===== src/rtl/pipe_stage_em.sv =====
// EX->MEM pipeline register carrying control bits and payload with valid/ready handshakes; build option PIPE_STAGE_EM_SKID_EN.
// Latency: 1 cycle from acceptance to ValidM when the stage is empty.
// Backpressure: SKID_EN gives two entries with registered ReadyE, otherwise one entry with ReadyE = ReadyM || !ValidM.
module pipe_stage_em #(
    parameter int WIDTH = 32,
    parameter int REGW  = 5
) (
    input  logic             clk,
    input  logic             rst_n,
    input  logic             FlushM,
    input  logic             ValidE,
    output logic             ReadyE,
    input  logic             RegWriteE,
    input  logic             MemtoRegE,
    input  logic             MemWriteE,
    input  logic [WIDTH-1:0] ALUOutE,
    input  logic [WIDTH-1:0] WriteDataE,
    input  logic [REGW-1:0]  WriteRegE,
    output logic             ValidM,
    input  logic             ReadyM,
    output logic             RegWriteM,
    output logic             MemtoRegM,
    output logic             MemWriteM,
    output logic [WIDTH-1:0] ALUOutM,
    output logic [WIDTH-1:0] WriteDataM,
    output logic [REGW-1:0]  WriteRegM
);

    typedef struct packed {
        logic             regwrite;
        logic             memtoreg;
        logic             memwrite;
        logic [WIDTH-1:0] aluout;
        logic [WIDTH-1:0] writedata;
        logic [REGW-1:0]  writereg;
    } beat_t;

    // A bubble keeps the payload but must never carry live control bits.
    function automatic beat_t bubble(input beat_t b);
        beat_t r;
        r          = b;
        r.regwrite = 1'b0;
        r.memtoreg = 1'b0;
        r.memwrite = 1'b0;
        return r;
    endfunction

    beat_t w_in;
    beat_t r_main;
    logic  w_acc;
    logic  w_ret;

    assign w_in = {RegWriteE, MemtoRegE, MemWriteE, ALUOutE, WriteDataE, WriteRegE};
    assign {RegWriteM, MemtoRegM, MemWriteM, ALUOutM, WriteDataM, WriteRegM} = r_main;

`ifdef PIPE_STAGE_EM_SKID_EN

    typedef enum logic [1:0] {S_EMPTY, S_ONE, S_TWO} state_t;

    state_t r_state;
    beat_t  r_skid;
    logic   r_ready_e;

    assign ValidM = (r_state != S_EMPTY);
    assign ReadyE = r_ready_e;
    assign w_acc  = ValidE && r_ready_e;
    assign w_ret  = ValidM && ReadyM;

    // Occupancy FSM: main drives the outputs, skid catches the beat that arrives while main stalls.
    always_ff @(posedge clk or negedge rst_n) begin
        if (!rst_n) begin
            r_state   <= S_EMPTY;
            r_main    <= '0;
            r_skid    <= '0;
            r_ready_e <= 1'b0;
        end else if (FlushM) begin
            r_state   <= S_EMPTY;
            r_main    <= bubble(r_main);
            r_skid    <= '0;
            r_ready_e <= 1'b1;
        end else begin
            case (r_state)
                S_EMPTY: begin
                    r_ready_e <= 1'b1;
                    if (w_acc) begin
                        r_state <= S_ONE;
                        r_main  <= w_in;
                    end
                end
                S_ONE: begin
                    r_ready_e <= !(w_acc && !w_ret);
                    if (w_acc && !w_ret) begin
                        r_state <= S_TWO;
                        r_skid  <= w_in;
                    end else if (w_ret && !w_acc) begin
                        r_state <= S_EMPTY;
                        r_main  <= bubble(r_main);
                    end else if (w_acc && w_ret) begin
                        r_main  <= w_in;
                    end
                end
                S_TWO: begin
                    if (w_ret) begin
                        r_state   <= S_ONE;
                        r_main    <= r_skid;
                        r_ready_e <= 1'b1;
                    end
                end
                default: begin
                    r_state   <= S_EMPTY;
                    r_main    <= bubble(r_main);
                    r_ready_e <= 1'b1;
                end
            endcase
        end
    end

`else

    logic r_valid;
    logic r_rst_done;

    // ReadyE stays low until the first edge after reset release.
    assign ValidM = r_valid;
    assign ReadyE = r_rst_done && (ReadyM || !r_valid);
    assign w_acc  = ValidE && ReadyE;
    assign w_ret  = r_valid && ReadyM;

    // Single-entry register: load on accept, drop to bubble on retire or flush.
    always_ff @(posedge clk or negedge rst_n) begin
        if (!rst_n) begin
            r_valid    <= 1'b0;
            r_main     <= '0;
            r_rst_done <= 1'b0;
        end else begin
            r_rst_done <= 1'b1;
            if (FlushM) begin
                r_valid <= 1'b0;
                r_main  <= bubble(r_main);
            end else if (w_acc) begin
                r_valid <= 1'b1;
                r_main  <= w_in;
            end else if (w_ret) begin
                r_valid <= 1'b0;
                r_main  <= bubble(r_main);
            end
        end
    end

`endif

endmodule


===== config.mk =====
export PLATFORM = sky130hd
export DESIGN_NAME = pipe_stage_em
export DESIGN_NICKNAME = d
export VERILOG_FILES = /design/src/rtl/pipe_stage_em.sv
export SDC_FILE = /design/constraint.sdc
export NUM_CORES = 1
export LEC_CHECK = 0
export CAP_MARGIN = 20
export CORE_UTILIZATION = 39
export DETAILED_ROUTE_END_ITERATION = 12
export GPL_TIMING_DRIVEN = 0
export PLACE_DENSITY = 0.83
export SETUP_SLACK_MARGIN = 0.05
export SLEW_MARGIN = 20
export SYNTH_ARGS = -nofsm -noshare
export SYNTH_HDL_FRONTEND = slang
export SYNTH_SLANG_ARGS = --single-unit

===== constraint.sdc =====
create_clock -name clk -period 1.59 [get_ports clk]
set_input_delay 0.3975 -clock clk [delete_from_list [all_inputs] [get_ports clk]]
set_output_delay 0.3975 -clock clk [all_outputs]
set_load 0.03 [all_outputs]

* After elaboration in Yosys (flattened, before gate mapping)
Cells that the tools add are included.
** Cells by class
- Muxes and demuxes :: 6
- Bitwise operators :: 1
- Reduce and logical (&&, ||, !) cells :: 7
** Operator list (count)
- $mux W72 :: 3
- $logic_and A1 B1 Y1 :: 3
- $mux W1 :: 3
- $reduce_bool A3 Y1 :: 1
- $reduce_and A2 Y1 :: 1
- $logic_not A1 Y1 :: 1
- $logic_or A1 B1 Y1 :: 1
- $not A1 Y1 :: 1
** Word-level totals
- Flip-flop bits (word level) :: 74
- Input port bits :: 77
- Output and inout port bits :: 74
- Word-level logic and storage cells :: 22

* Longest topological paths before layout
Gate-level depths: netlist of run 1.
- Depth after elaboration :: 6
- Depth in mapped cells :: 5
- Gate-level depth less buffers :: 3

* Least setup slack after synthesis of run 1
No wires, ideal clock.
- Path kind :: register -> register
- Start :: reg r_valid, in the netlist ValidM
- End :: reg r_main (netlist bit ALUOutM[10])
- Library setup time :: 125 ps
- Arrival :: 1398 ps
- Required time :: 1465 ps
- Slack :: 66 ps
- Cell stages (with the launch flop) :: 6
- Path buffers :: 2
- Cell sequence :: dfrtp_1 > nand2b_2 > nand4b_4 > buf_6 > buf_6 > mux2_4
** Between the ends
- Cells in the longest elaborated chain, start to end :: 5
- Elaborated cells on any way between the ends :: 6
- Those cells by class :: mux: 1; reduce/logical: 5
** Ends and longest elaborated chain
- start: declaration :: RTL line 120 : logic r_valid;
- start signal: assignment :: RTL line 132 : r_valid <= 1'b0;
- start signal: assignment :: RTL line 138 : r_valid <= 1'b0;
- start signal: assignment :: RTL line 141 : r_valid <= 1'b1;
- $logic_not A1 Y1 (*) :: RTL line 125 : assign ReadyE = r_rst_done && (ReadyM || !r_valid);
- $logic_or A1 B1 Y1 (*) :: RTL line 125
- $logic_and A1 B1 Y1 (*) :: RTL line 125
- $logic_and A1 B1 Y1 (*) :: RTL line 126 : assign w_acc = ValidE && ReadyE;
- $mux W72 / $reduce_and A2 Y1 (equally long branches)
- end signal: assignment :: RTL line 139 : r_main <= bubble(r_main);
- end signal: assignment :: RTL line 142 : r_main <= w_in;
- end signal: assignment :: RTL line 145 : r_main <= bubble(r_main);
- end: declaration :: RTL line 49 : beat_t r_main;
Every way passes the cells marked *; elsewhere a longest branch is shown, timed or not.
A chain may end at the register's enable or synchronous reset.

* Worst setup path in the final report of run 1
- Start :: reg r_valid, in the netlist ValidM
- End :: out ReadyE
** Between the ends
- Cells in the longest elaborated chain, start to end :: 3
** Ends and longest elaborated chain
- $logic_not A1 Y1 :: RTL line 125
- $logic_or A1 B1 Y1 :: RTL line 125
- $logic_and A1 B1 Y1 :: RTL line 125
- end: declaration :: RTL line 12 : output logic ReadyE,
Every way passes these cells.

==> key figures, run 1 <==
Run status
  – Outcome: complete, no violations

GRT
  – GRT overflow: 0
  – Largest net degree at the start of global routing: 39
  – GRT Util Overall: 17.31%
  – Initial antenna violation count: 0
  – Number of global-route vias before repair: 2,003
  – First-pass GRT wire length: 9.666 mm

Worst setup path
  – Worst path arrival time: 1.12 ns
  – CP required: 1.19 ns
  – Slowest-stage cell, CP: dfrtp_2
  – Critical path depth: 3
  – Setup crit start kind: flop
  – Buf/Inv on CP: 1
  – Critical path type: reg2out
  – Critical Path Max Stage Delay: 0.44 ns
  – Crit-path cells: nand2b_4 -> and2_4 -> buf_6
  – CP Capture Type: output pin
  – Depth of the most critical reg-to-reg path: 6
  – Kind of cell adding the most delay to the critical path: flip-flops
  – Crit Path Max Fanout: 4

Drt
  – Highest routed layer: met4
  – ANT nets after route: 0
  – Routed length on met2: 3.129 mm
  – DR WL/cell: 14.66 microns
  – DRC viols: 0
  – WL met3: 636 microns
  – Metal1 wirelength: 2.465 mm
  – First drt pass iteration count: 4
  – Final wirelength: 6.332 mm
  – Vias: 1,991
  – Via density: 4.609
  – DRC marker count from the first detailed-route iteration: 31

Synth
  – Largest family of logic cells by synthesized area: multiplexers
  – Asr flop ratio synth: 100.0%
  – Mux cell area share after synthesis: 28.91%
  – Synth Warn #: 0
  – Number of enable flip-flop cells after synthesis: 0
  – Post-Syn Nets: 239
  – Synth Area in XOR/XNOR: 0%
  – Synth top cells by count: 74 x dfrtp_1, 59 x mux2_2, 10 x mux2_4
  – Synth Area in Compound Gates: 1.377%
  – Top cell type by total area after synthesis: dfrtp_1
  – Seq cells post-synth: 74
  – Register area share after synthesis: 65.72%
  – Post-Synth Simple-Gate Area: 2.176%
  – Synth area leaders: dfrtp_1 66%, mux2_2 24%, mux2_4 5.3%
  – Yosys top cell area share: 65.72%
  – Netlist cell types: 15
  – Synthesized area per cell: 17.39 sq um
  – Synth Instances: 162
  – Most numerous cell in the Yosys netlist: dfrtp_1
  – Synthesized cell area: 2818 sq um
  – Synth Area in Adders: 0%
  – Top FF cell, synth: dfrtp_1

Placed design
  – Routability cong.: 0.6986
  – Port Buffer Count: 150
  – Pre-CTS WS: -0.6639 ns
  – Placed Cells: 409
  – Cell Area, Placed: 4457 sq um
  – Post-DP HPWL: 4.711 mm

STA
  – Final setup vio count: 0
  – WHS: 0.009009 ns
  – Minimum clock period: 1.519 ns
  – Final Cycle Share: 95.52%
  – Setup TNS: 0 ns
  – F_max: 0.6584 GHz
  – Setup Skew: 0.009865 ns
  – RSZ-0062 raised after global routing: yes
  – Setup ws final: 0.07116 ns
  – Max Slew Vio Count: 0
  – Final Hold Fails: 0

Finish
  – Non-Filler Instances: 432
  – Final instance area: 4768 sq um
  – Antenna Cells: 0
  – Register Area: 1853 sq um
  – Final-stage net count: 408
  – Share of layout cells above drive strength 1: 31.55%
  – Multi-input gate area: 925.9 sq um
  – Final core utilization: 69.42%
  – Synth-to-layout area growth: 69.23%
  – Filler cell count: 515

Pwr
  – Pleak: 2.195 nW
  – Worst VDD drop: 0.0006498 V
  – Total power: 6.116 mW
  – Cell Pwr Density: 1283 nW/um^2

CTS
  – CTS tree: done
  – Total clock sinks: 74
  – CTS Buffer Depth: 2
  – Clk slew on worst S/H paths: 0.08 ns
  – Clock Latency Late Sink: 0.34 ns
  – CTS Root Cell: clkbuf_8
  – H-tree levels: 3
  – TritonCTS buffer count: 9
  – Hold Buf Count CTS: 0

Run
  – Max Cap Viol: 0

Min path
  – Class of the worst hold path: in2async

Floorplan
  – Initial Util: 41.02%
  – Die Wd: 87 microns
  – Row cnt: 30
  – I/O pin cnt: 151
  – Core ar.: 6869 sq um
  – Die area: 7569 sq um
  – Die Span Y: 87 microns
-- worst paths after layout --
check	from	endpoint	slack, ns
hold / removal	rst_n	ALUOutM[28]	0.009
hold reg to reg	ALUOutM[15]	ALUOutM[15]	0.50
max in group asynchronous	rst_n	ALUOutM[24]	1.02
min in group clk	FlushM	ValidM	0.32
setup / recovery	ValidM	ReadyE	0.07
setup reg to reg	ValidM	ALUOutM[28]	0.11
-- what timing repair did --
action | CTS | global route
endpoints found under the setup margin | 134 | 71
gates resized for setup | 90 | 37
setup buffers | 4 | 2
cloned | 0 | 1
-- state kept, by name (all words and copies together), names as in the netlist --
| signal | flops |
|---|---|
| ALUOutM | 32 |
| WriteDataM | 32 |
| WriteRegM | 5 |
| MemWriteM | 1 |
| MemtoRegM | 1 |
| RegWriteM | 1 |
| ValidM | 1 |
| r_rst_done | 1 |
-- per-layer routing --
metal  GRT usage (%)  up-vias
li1                -      913
met1           20.26      976
met2           28.06       94
met3           6.635        8
met4           8.182        0
met5               0        -
-- cells in the final DEF, fill, tap and decap left out, drive strengths merged --
cell type      instances
bufinv                 3
a211oi                 1
mux2                  69
nand2                  1
dlygate4sd2           50
nand2b                 1
dlymetal6s2s           1
buf                   16
a22o                   3
clkbuf                14
a21oi                  1
dfrtp                 74
clkdlybuf4s50         73
conb                   1
and3b                  1
nand4b                 1
clkdlybuf4s15         23
clkinv                 1
and4b                  1
and2                   1
-- layout make-up --
| class | instances | share of cell area [%] |
|---|---|---|
| tap | 96 | 2.519 |
| clock inverter | 4 | 2.073 |
| buffer | 7 | 2.073 |
| clock buffer | 12 | 3.044 |
| multi-input combinational | 81 | 19.42 |
| timing repair buffer | 158 | 32.01 |
| sequential | 74 | 38.86 |
-- worst reg2reg max path: cells and delay by family, from the launching register on --
| kind | cells | cell delay [ns] |
|---|---|---|
| buffers and inverters | 3 | 0.45 |
| flip-flops | 1 | 0.41 |
| AND/OR/NAND/NOR | 2 | 0.17 |
| multiplexers | 1 | 0.35 |
-- logic make-up (layout without fill, tap and decap cells) --
logic type,count (synthesis),after routing
other cells,1,1
compound gates,5,5
buf+inv,7,181
simple gates,6,6
mux,69,69
flops,74,74
-- power breakdown --
group / total [mW] / leakage [nW] / internal, mW / switching, mW
logic: 1.95 / 1.19 / 0.862 / 1.09
clock network: 1.76 / 0.121 / 1.09 / 0.666
registers: 2.41 / 0.881 / 2.24 / 0.168
No activity file was read; power rests on OpenSTA's default activity.
==> run 2, diff against run 1 <==
--- a/config.mk
+++ b/config.mk
@@ -8,4 +8,5 @@
 export CAP_MARGIN = 20
 export CORE_UTILIZATION = 39
+export CTS_CLUSTER_SIZE = 40
 export DETAILED_ROUTE_END_ITERATION = 12
 export GPL_TIMING_DRIVEN = 0
==> constraint.sdc (replaced) <==
create_clock -name clk -period 1.59 [get_ports clk]
set_input_delay 0.3975 -clock clk [delete_from_list [all_inputs] [get_ports clk]]
set_output_delay 0.3975 -clock clk [all_outputs]
set_load 0.1 [all_outputs]
==> key figures, run 2 (synthesized netlist as in run 1, its figures left out) <==
Floorplan
  – I/O pin cnt: 151 (unchanged)
  – Core ar.: 6869 sq um (unchanged)
  – Initial Util: 41.02% (unchanged)
  – Die Wd: 87 microns (unchanged)
  – Die area: 7569 sq um (unchanged)
  – Die Span Y: 87 microns (unchanged)
  – Row cnt: 30 (unchanged)

Drt
  – ANT nets after route: 0 (unchanged)
  – Via density: 4.614 (was 4.609)
  – Final wirelength: 6.333 mm (was 6.332 mm)
  – DR WL/cell: 14.80 microns (was 14.66 microns)
  – DRC marker count from the first detailed-route iteration: 43 (was 31)
  – Vias: 1,975 (was 1,991)
  – First drt pass iteration count: 4 (unchanged)
  – DRC viols: 0 (unchanged)

Worst setup path
  – Critical path type: reg2out (unchanged)
  – Depth of the most critical reg-to-reg path: 6 (unchanged)
  – Slowest-stage cell, CP: dfrtp_4 (was dfrtp_2)
  – CP Capture Type: output pin (unchanged)
  – CP required: 1.19 ns (about the same)
  – Crit Path Max Fanout: 4 (unchanged)
  – Crit-path cells: nand2b_4 -> and2_4 -> buf_12 (was nand2b_4 -> and2_4 -> buf_6)
  – Reg-to-Reg Start: ValidM (unchanged)
  – CP startpoint: ValidM (unchanged)
  – Worst path arrival time: 1.24 ns (was 1.12 ns)
  – Critical Path Max Stage Delay: 0.50 ns (was 0.44 ns)
  – Reg-to-reg setup timing slack: -0.04 ns (was 0.11 ns)
  – Setup crit start kind: flop (unchanged)

GRT
  – Number of global-route vias before repair: 2,129 (was 2,003)
  – Largest net degree at the start of global routing: 44 (was 39)
  – Initial antenna violation count: 0 (unchanged)
  – GRT Util Overall: 17.70% (was 17.31%)
  – GRT overflow: 0 (unchanged)
  – First-pass GRT wire length: 9.942 mm (was 9.666 mm)

Pwr
  – Pleak: 2.114 nW (was 2.195 nW)
  – Cell Pwr Density: 1755 nW/um^2 (was 1283 nW/um^2)
  – Worst VDD drop: 0.0009801 V (was 0.0006498 V)
  – Total power: 8.004 mW (was 6.116 mW)

STA
  – Setup ws final: -0.05127 ns (was 0.07116 ns)
  – Final setup vio count: 12 (was 0)
  – Relative slew slack: 63.21%
  – F_max: 0.6093 GHz (was 0.6584 GHz)
  – Final Cycle Share: 103.2% (was 95.52%)
  – Final Hold Fails: 0 (unchanged)
  – Setup Skew: 0.01307 ns (was 0.009865 ns)
  – RSZ-0062 raised after global routing: yes (unchanged)
  – Max Slew Vio Count: 0 (unchanged)
  – Minimum clock period: 1.641 ns (was 1.519 ns)
  – Worst slew pin tran: 0.5519 ns

Run
  – Max Cap Viol: 0 (unchanged)

Finish
  – Antenna Cells: 0 (unchanged)
  – Share of layout cells above drive strength 1: 52.71% (was 31.55%)
  – Most frequent cells in the layout: 74 x clkdlybuf4s50_1, 73 x dfrtp_1, 59 x mux2_2, 49 x clkbuf_4, 15 x buf_2 (was 73 x dfrtp_1, 73 x clkdlybuf4s50_1, 59 x mux2_2, 50 x dlygate4sd2_1, 22 x clkdlybuf4s15_1)
  – Final-stage net count: 405 (was 408)
  – Synth-to-layout area growth: 61.86% (was 69.23%)
  – Final core utilization: 66.39% (was 69.42%)
  – Commonest non-fill, non-tap cell in the layout: clkdlybuf4s50_1

Run status
  – Outcome: finished, violations left (was complete, no violations)
  – Failing checks: setup timing

Placed design
  – Post-DP HPWL: 4.797 mm (was 4.711 mm)
  – Routability cong.: 0.6905 (was 0.6986)
  – Port Buffer Count: 150 (unchanged)
  – Pre-CTS WS: -1.113 ns (was -0.6639 ns)

CTS
  – CTS Buffer Depth: 2 (unchanged)
  – CTS tree: done (unchanged)
  – Clock Latency Late Sink: 0.33 ns (was 0.34 ns)
  – CTS Root Cell: clkbuf_8 (unchanged)
  – TritonCTS buffer count: 9 (unchanged)
  – H-tree levels: 3 (unchanged)
  – Clk slew on worst S/H paths: 0.08 ns (about the same)
  – Total clock sinks: 74 (unchanged)
  – Hold Buf Count CTS: 0 (unchanged)

Min path
  – Class of the worst hold path: in2async (unchanged)
[run 2: layer usage]
metal | up-vias | share of wire [%] | global-route usage (%)
li1 | 904 | - | -
met1 | 950 | 41 | 20.87
met2 | 101 | 48 | 28.35
met3 | 20 | 7.5 | 5.308
met4 | 0 | 3.4 | 11.06
met5 | - | 0 | 0
[run 2: power by group]
group          leakage, nW  switching, mW  internal [mW]
Clock                0.108          0.670          0.961
Combinational         1.13           3.08          0.883
Sequential           0.881          0.172           2.24
Total                 2.11           3.92           4.09
[run 2: final timing paths]
kind                                  end
hold / removal              WriteDataM[8]
setup / recovery                   ReadyE
setup reg to reg              ALUOutM[14]
max in group asynchronous     ALUOutM[14]
min in group clk           WriteDataM[12]
hold reg to reg            WriteDataM[12]
[run 2: through the flow]
step	cell area [sq um]	hold slack (ns)	setup TNS, ns	std cells
2_1_floorplan	2833	0.1019	0	162
3_3_place_gp	4454	0.4850	-217.95	408
3_5_place_dp	4472	0.4263	-42.43	409
4_1_cts	4407	0.05288	-0.2497	427
5_1_grt	4561	0.08146	-2.053	428
6_report	4561	0.03800	-0.3047	428
[run 2: what timing repair did]
| item | CTS | global route |
|---|---|---|
| setup buffers | 3 | 1 |
| gates resized for setup | 390 | 58 |
| hold endpoints to repair | 0 | 0 |
| endpoints found under the setup margin | 97 | 120 |
[run 2: area by class of cell]
| class | count | area, sq um |
|---|---|---|
| clock inverters | 4 | 75.07 |
| clock buffers | 11 | 151.4 |
| fillers | 534 | 2308 |
| plain buffers | 7 | 87.58 |
| flip-flops and latches | 74 | 1856 |
| multi-input cells | 81 | 925.9 |
| repair buffers | 155 | 1345 |
| well taps | 96 | 120.1 |
[run 2: worst max-delay path, delay by kind of cell, from the launching register on]
kind | cells | cell delay (ns)
flops | 1 | 0.50
simple gates | 2 | 0.24
buf+inv | 1 | 0.16
==> run 3, diff against run 2 <==
Clock period 1.59 ns to 1.63 ns, I/O delays scaled along.
==> key figures, run 3 (synthesized netlist as in run 1, its figures left out) <==
GRT
  – GRT overflow: 0 (unchanged)
  – First-pass GRT wire length: 9.963 mm (was 9.942 mm)
  – GRT Util Overall: 17.72% (was 17.70%)
  – Initial antenna violation count: 0 (unchanged)
  – Number of global-route vias before repair: 2,131 (was 2,129)
  – Largest net degree at the start of global routing: 44 (unchanged)

Drt
  – First drt pass iteration count: 4 (unchanged)
  – DR WL/cell: 14.93 microns (was 14.80 microns)
  – Final wirelength: 6.391 mm (was 6.333 mm)
  – DRC viols: 0 (unchanged)
  – DRC marker count from the first detailed-route iteration: 41 (was 43)
  – ANT nets after route: 0 (unchanged)
  – Via density: 4.631 (was 4.614)
  – Vias: 1,982 (was 1,975)

CTS
  – CTS tree: done (unchanged)
  – CTS Buffer Depth: 2 (unchanged)
  – Total clock sinks: 74 (unchanged)
  – Hold Buf Count CTS: 0 (unchanged)
  – Clk slew on worst S/H paths: 0.08 ns (about the same)
  – TritonCTS buffer count: 9 (unchanged)
  – Clock Latency Late Sink: 0.33 ns (about the same)
  – H-tree levels: 3 (unchanged)
  – CTS Root Cell: clkbuf_8 (unchanged)

Worst setup path
  – Worst path arrival time: 1.23 ns (was 1.24 ns)
  – Buf/Inv on CP: 1 (unchanged)
  – Critical Path Max Stage Delay: 0.50 ns (about the same)
  – Critical path depth: 3 (unchanged)
  – CP Capture Type: output pin (unchanged)
  – Depth of the most critical reg-to-reg path: 6 (unchanged)
  – Kind of cell adding the most delay to the critical path: flip-flops (unchanged)
  – Crit-path cells: nand2b_4 -> and2_4 -> buf_12 (unchanged)
  – Critical path type: reg2out (unchanged)
  – Crit Path Max Fanout: 4 (unchanged)
  – Slowest-stage cell, CP: dfrtp_4 (unchanged)
  – CP required: 1.22 ns (was 1.19 ns)
  – Setup crit start kind: flop (unchanged)

Finish
  – Filler cell count: 546 (was 534)
  – Register Area: 1856 sq um (unchanged)
  – Most frequent cells in the layout: 74 x clkdlybuf4s50_1, 73 x dfrtp_1, 64 x buf_2, 59 x mux2_2, 11 x clkbuf_8 (was 74 x clkdlybuf4s50_1, 73 x dfrtp_1, 59 x mux2_2, 49 x clkbuf_4, 15 x buf_2)
  – Final-stage net count: 405 (unchanged)
  – Final core utilization: 64.52% (was 66.39%)
  – Non-Filler Instances: 428 (unchanged)
  – Synth-to-layout area growth: 57.28% (was 61.86%)
  – Commonest non-fill, non-tap cell in the layout: clkdlybuf4s50_1 (unchanged)
  – Antenna Cells: 0 (unchanged)
  – Share of layout cells above drive strength 1: 52.71% (unchanged)
  – Multi-input gate area: 925.9 sq um (unchanged)

Pwr
  – P_sw: 3.815 mW (was 3.919 mW)
  – Cell Pwr Density: 1733 nW/um^2 (was 1755 nW/um^2)
  – Switch share: 49.68% (was 48.96%)
  – Seq pwr share: 30.5% (was 30.2%)
  – Pleak: 2.080 nW (was 2.114 nW)
  – Worst VDD drop: 0.0009455 V (was 0.0009801 V)
  – Gate power share: 48.8% (was 49.5%)
  – Int Pwr: 3.864 mW (was 4.086 mW)
  – Clk network pwr share: 20.7% (was 20.4%)

Floorplan
  – Die Span Y: 87 microns (unchanged)
  – Core ar.: 6869 sq um (unchanged)
  – I/O pin cnt: 151 (unchanged)
  – Die Wd: 87 microns (unchanged)
  – Initial Util: 41.02% (unchanged)
  – Row cnt: 30 (unchanged)
  – Die area: 7569 sq um (unchanged)

Min path
  – Class of the worst hold path: in2async (unchanged)

Placed design
  – Routability cong.: 0.6905 (unchanged)
  – Pre-CTS WS: -1.093 ns (was -1.113 ns)
  – Post-DP HPWL: 4.797 mm (unchanged)
  – Placed Cells: 409 (unchanged)
  – Port Buffer Count: 150 (unchanged)

STA
  – Minimum clock period: 1.642 ns
  – Setup Skew: 0.01266 ns (was 0.01307 ns)
  – WHS: 0.04886 ns (was 0.03800 ns)
  – Setup ws final: -0.01206 ns (was -0.05127 ns)
  – Relative slew slack: 62.97% (was 63.21%)
  – Worst slew pin tran: 0.5555 ns (was 0.5519 ns)
  – Final Hold Fails: 0 (unchanged)
  – Final setup vio count: 1 (was 12)
  – F_max: 0.6090 GHz
  – Final Cycle Share: 100.7%
  – RSZ-0062 raised after global routing: yes (unchanged)
  – Setup TNS: -0.01206 ns (was -0.3047 ns)
  – Max Slew Vio Count: 0 (unchanged)

Run status
  – Outcome: finished, violations left (unchanged)
  – Failing checks: setup timing (unchanged)

Run
  – Max Cap Viol: 0 (unchanged)
[run 3: worst paths after layout]
| path | startpoint | end | slack [ns] |
|---|---|---|---|
| worst max-delay path | ValidM | ReadyE | -0.01 |
| worst min-delay path | rst_n | WriteDataM[8] | 0.05 |
| worst max register to register | ValidM | ALUOutM[14] | 0.04 |
| worst min register to register | WriteDataM[12] | WriteDataM[12] | 0.50 |
| max in group asynchronous | rst_n | ALUOutM[14] | 1.01 |
| min in group clk | WriteDataM[12] | WriteDataM[12] | 0.50 |
[run 3: what timing repair did]
| action | 4_1_cts | 5_1_grt |
|---|---|---|
| endpoints found under the setup margin | 84 | 68 |
| cloned | 0 | 0 |
| buffers inserted | 4 | 0 |
| gates resized for setup | 381 | 17 |
| endpoints found under the hold margin | 0 | 0 |
[run 3: layout make-up]
class                   count  area share [%]
clock inverters             4           1.694
plain buffers               7           1.637
repair buffers            155           27.78
well taps                  96           2.710
clock buffers              11           3.416
flip-flops and latches     74           41.87
multi-input cells          81           20.89
[run 3: through the flow]
stage                     power (mW)  cell area [sq um]
after floorplan                5.384               2833
after global placement         6.398               4454
after detailed placement       6.452               4472
after CTS                      7.729               4393
after global routing           7.939               4432
final                          7.679               4432
[run 3: layer usage]
layer | vias to the layer above | wire, microns | part of all wire (%) | track usage, %
met5 | - | 0 | 0 | 0
met4 | 0 | 214 | 3.3 | 11.06
met3 | 20 | 486 | 7.6 | 5.308
met2 | 101 | 3087 | 48 | 28.49
met1 | 958 | 2602 | 41 | 20.80
li1 | 903 | - | - | -
[run 3: worst reg2reg max path: cells and delay by family (launching register included)]
kind / cells / cell delay (ns)
buffers and inverters: 3 / 0.44
AND/OR/NAND/NOR: 2 / 0.25
flip-flops: 1 / 0.50
multiplexers: 1 / 0.30
[run 3: power groups by stage]
stage          Combinational (mW)  Sequential, mW  Clock (mW)
2_1_floorplan               0.408            4.98           0
3_3_place_gp                 4.02            2.38           0
3_5_place_dp                 4.06            2.40           0
4_1_cts                      3.75            2.35        1.64
5_1_grt                      3.84            2.38        1.71
6_report                     3.74            2.34        1.59
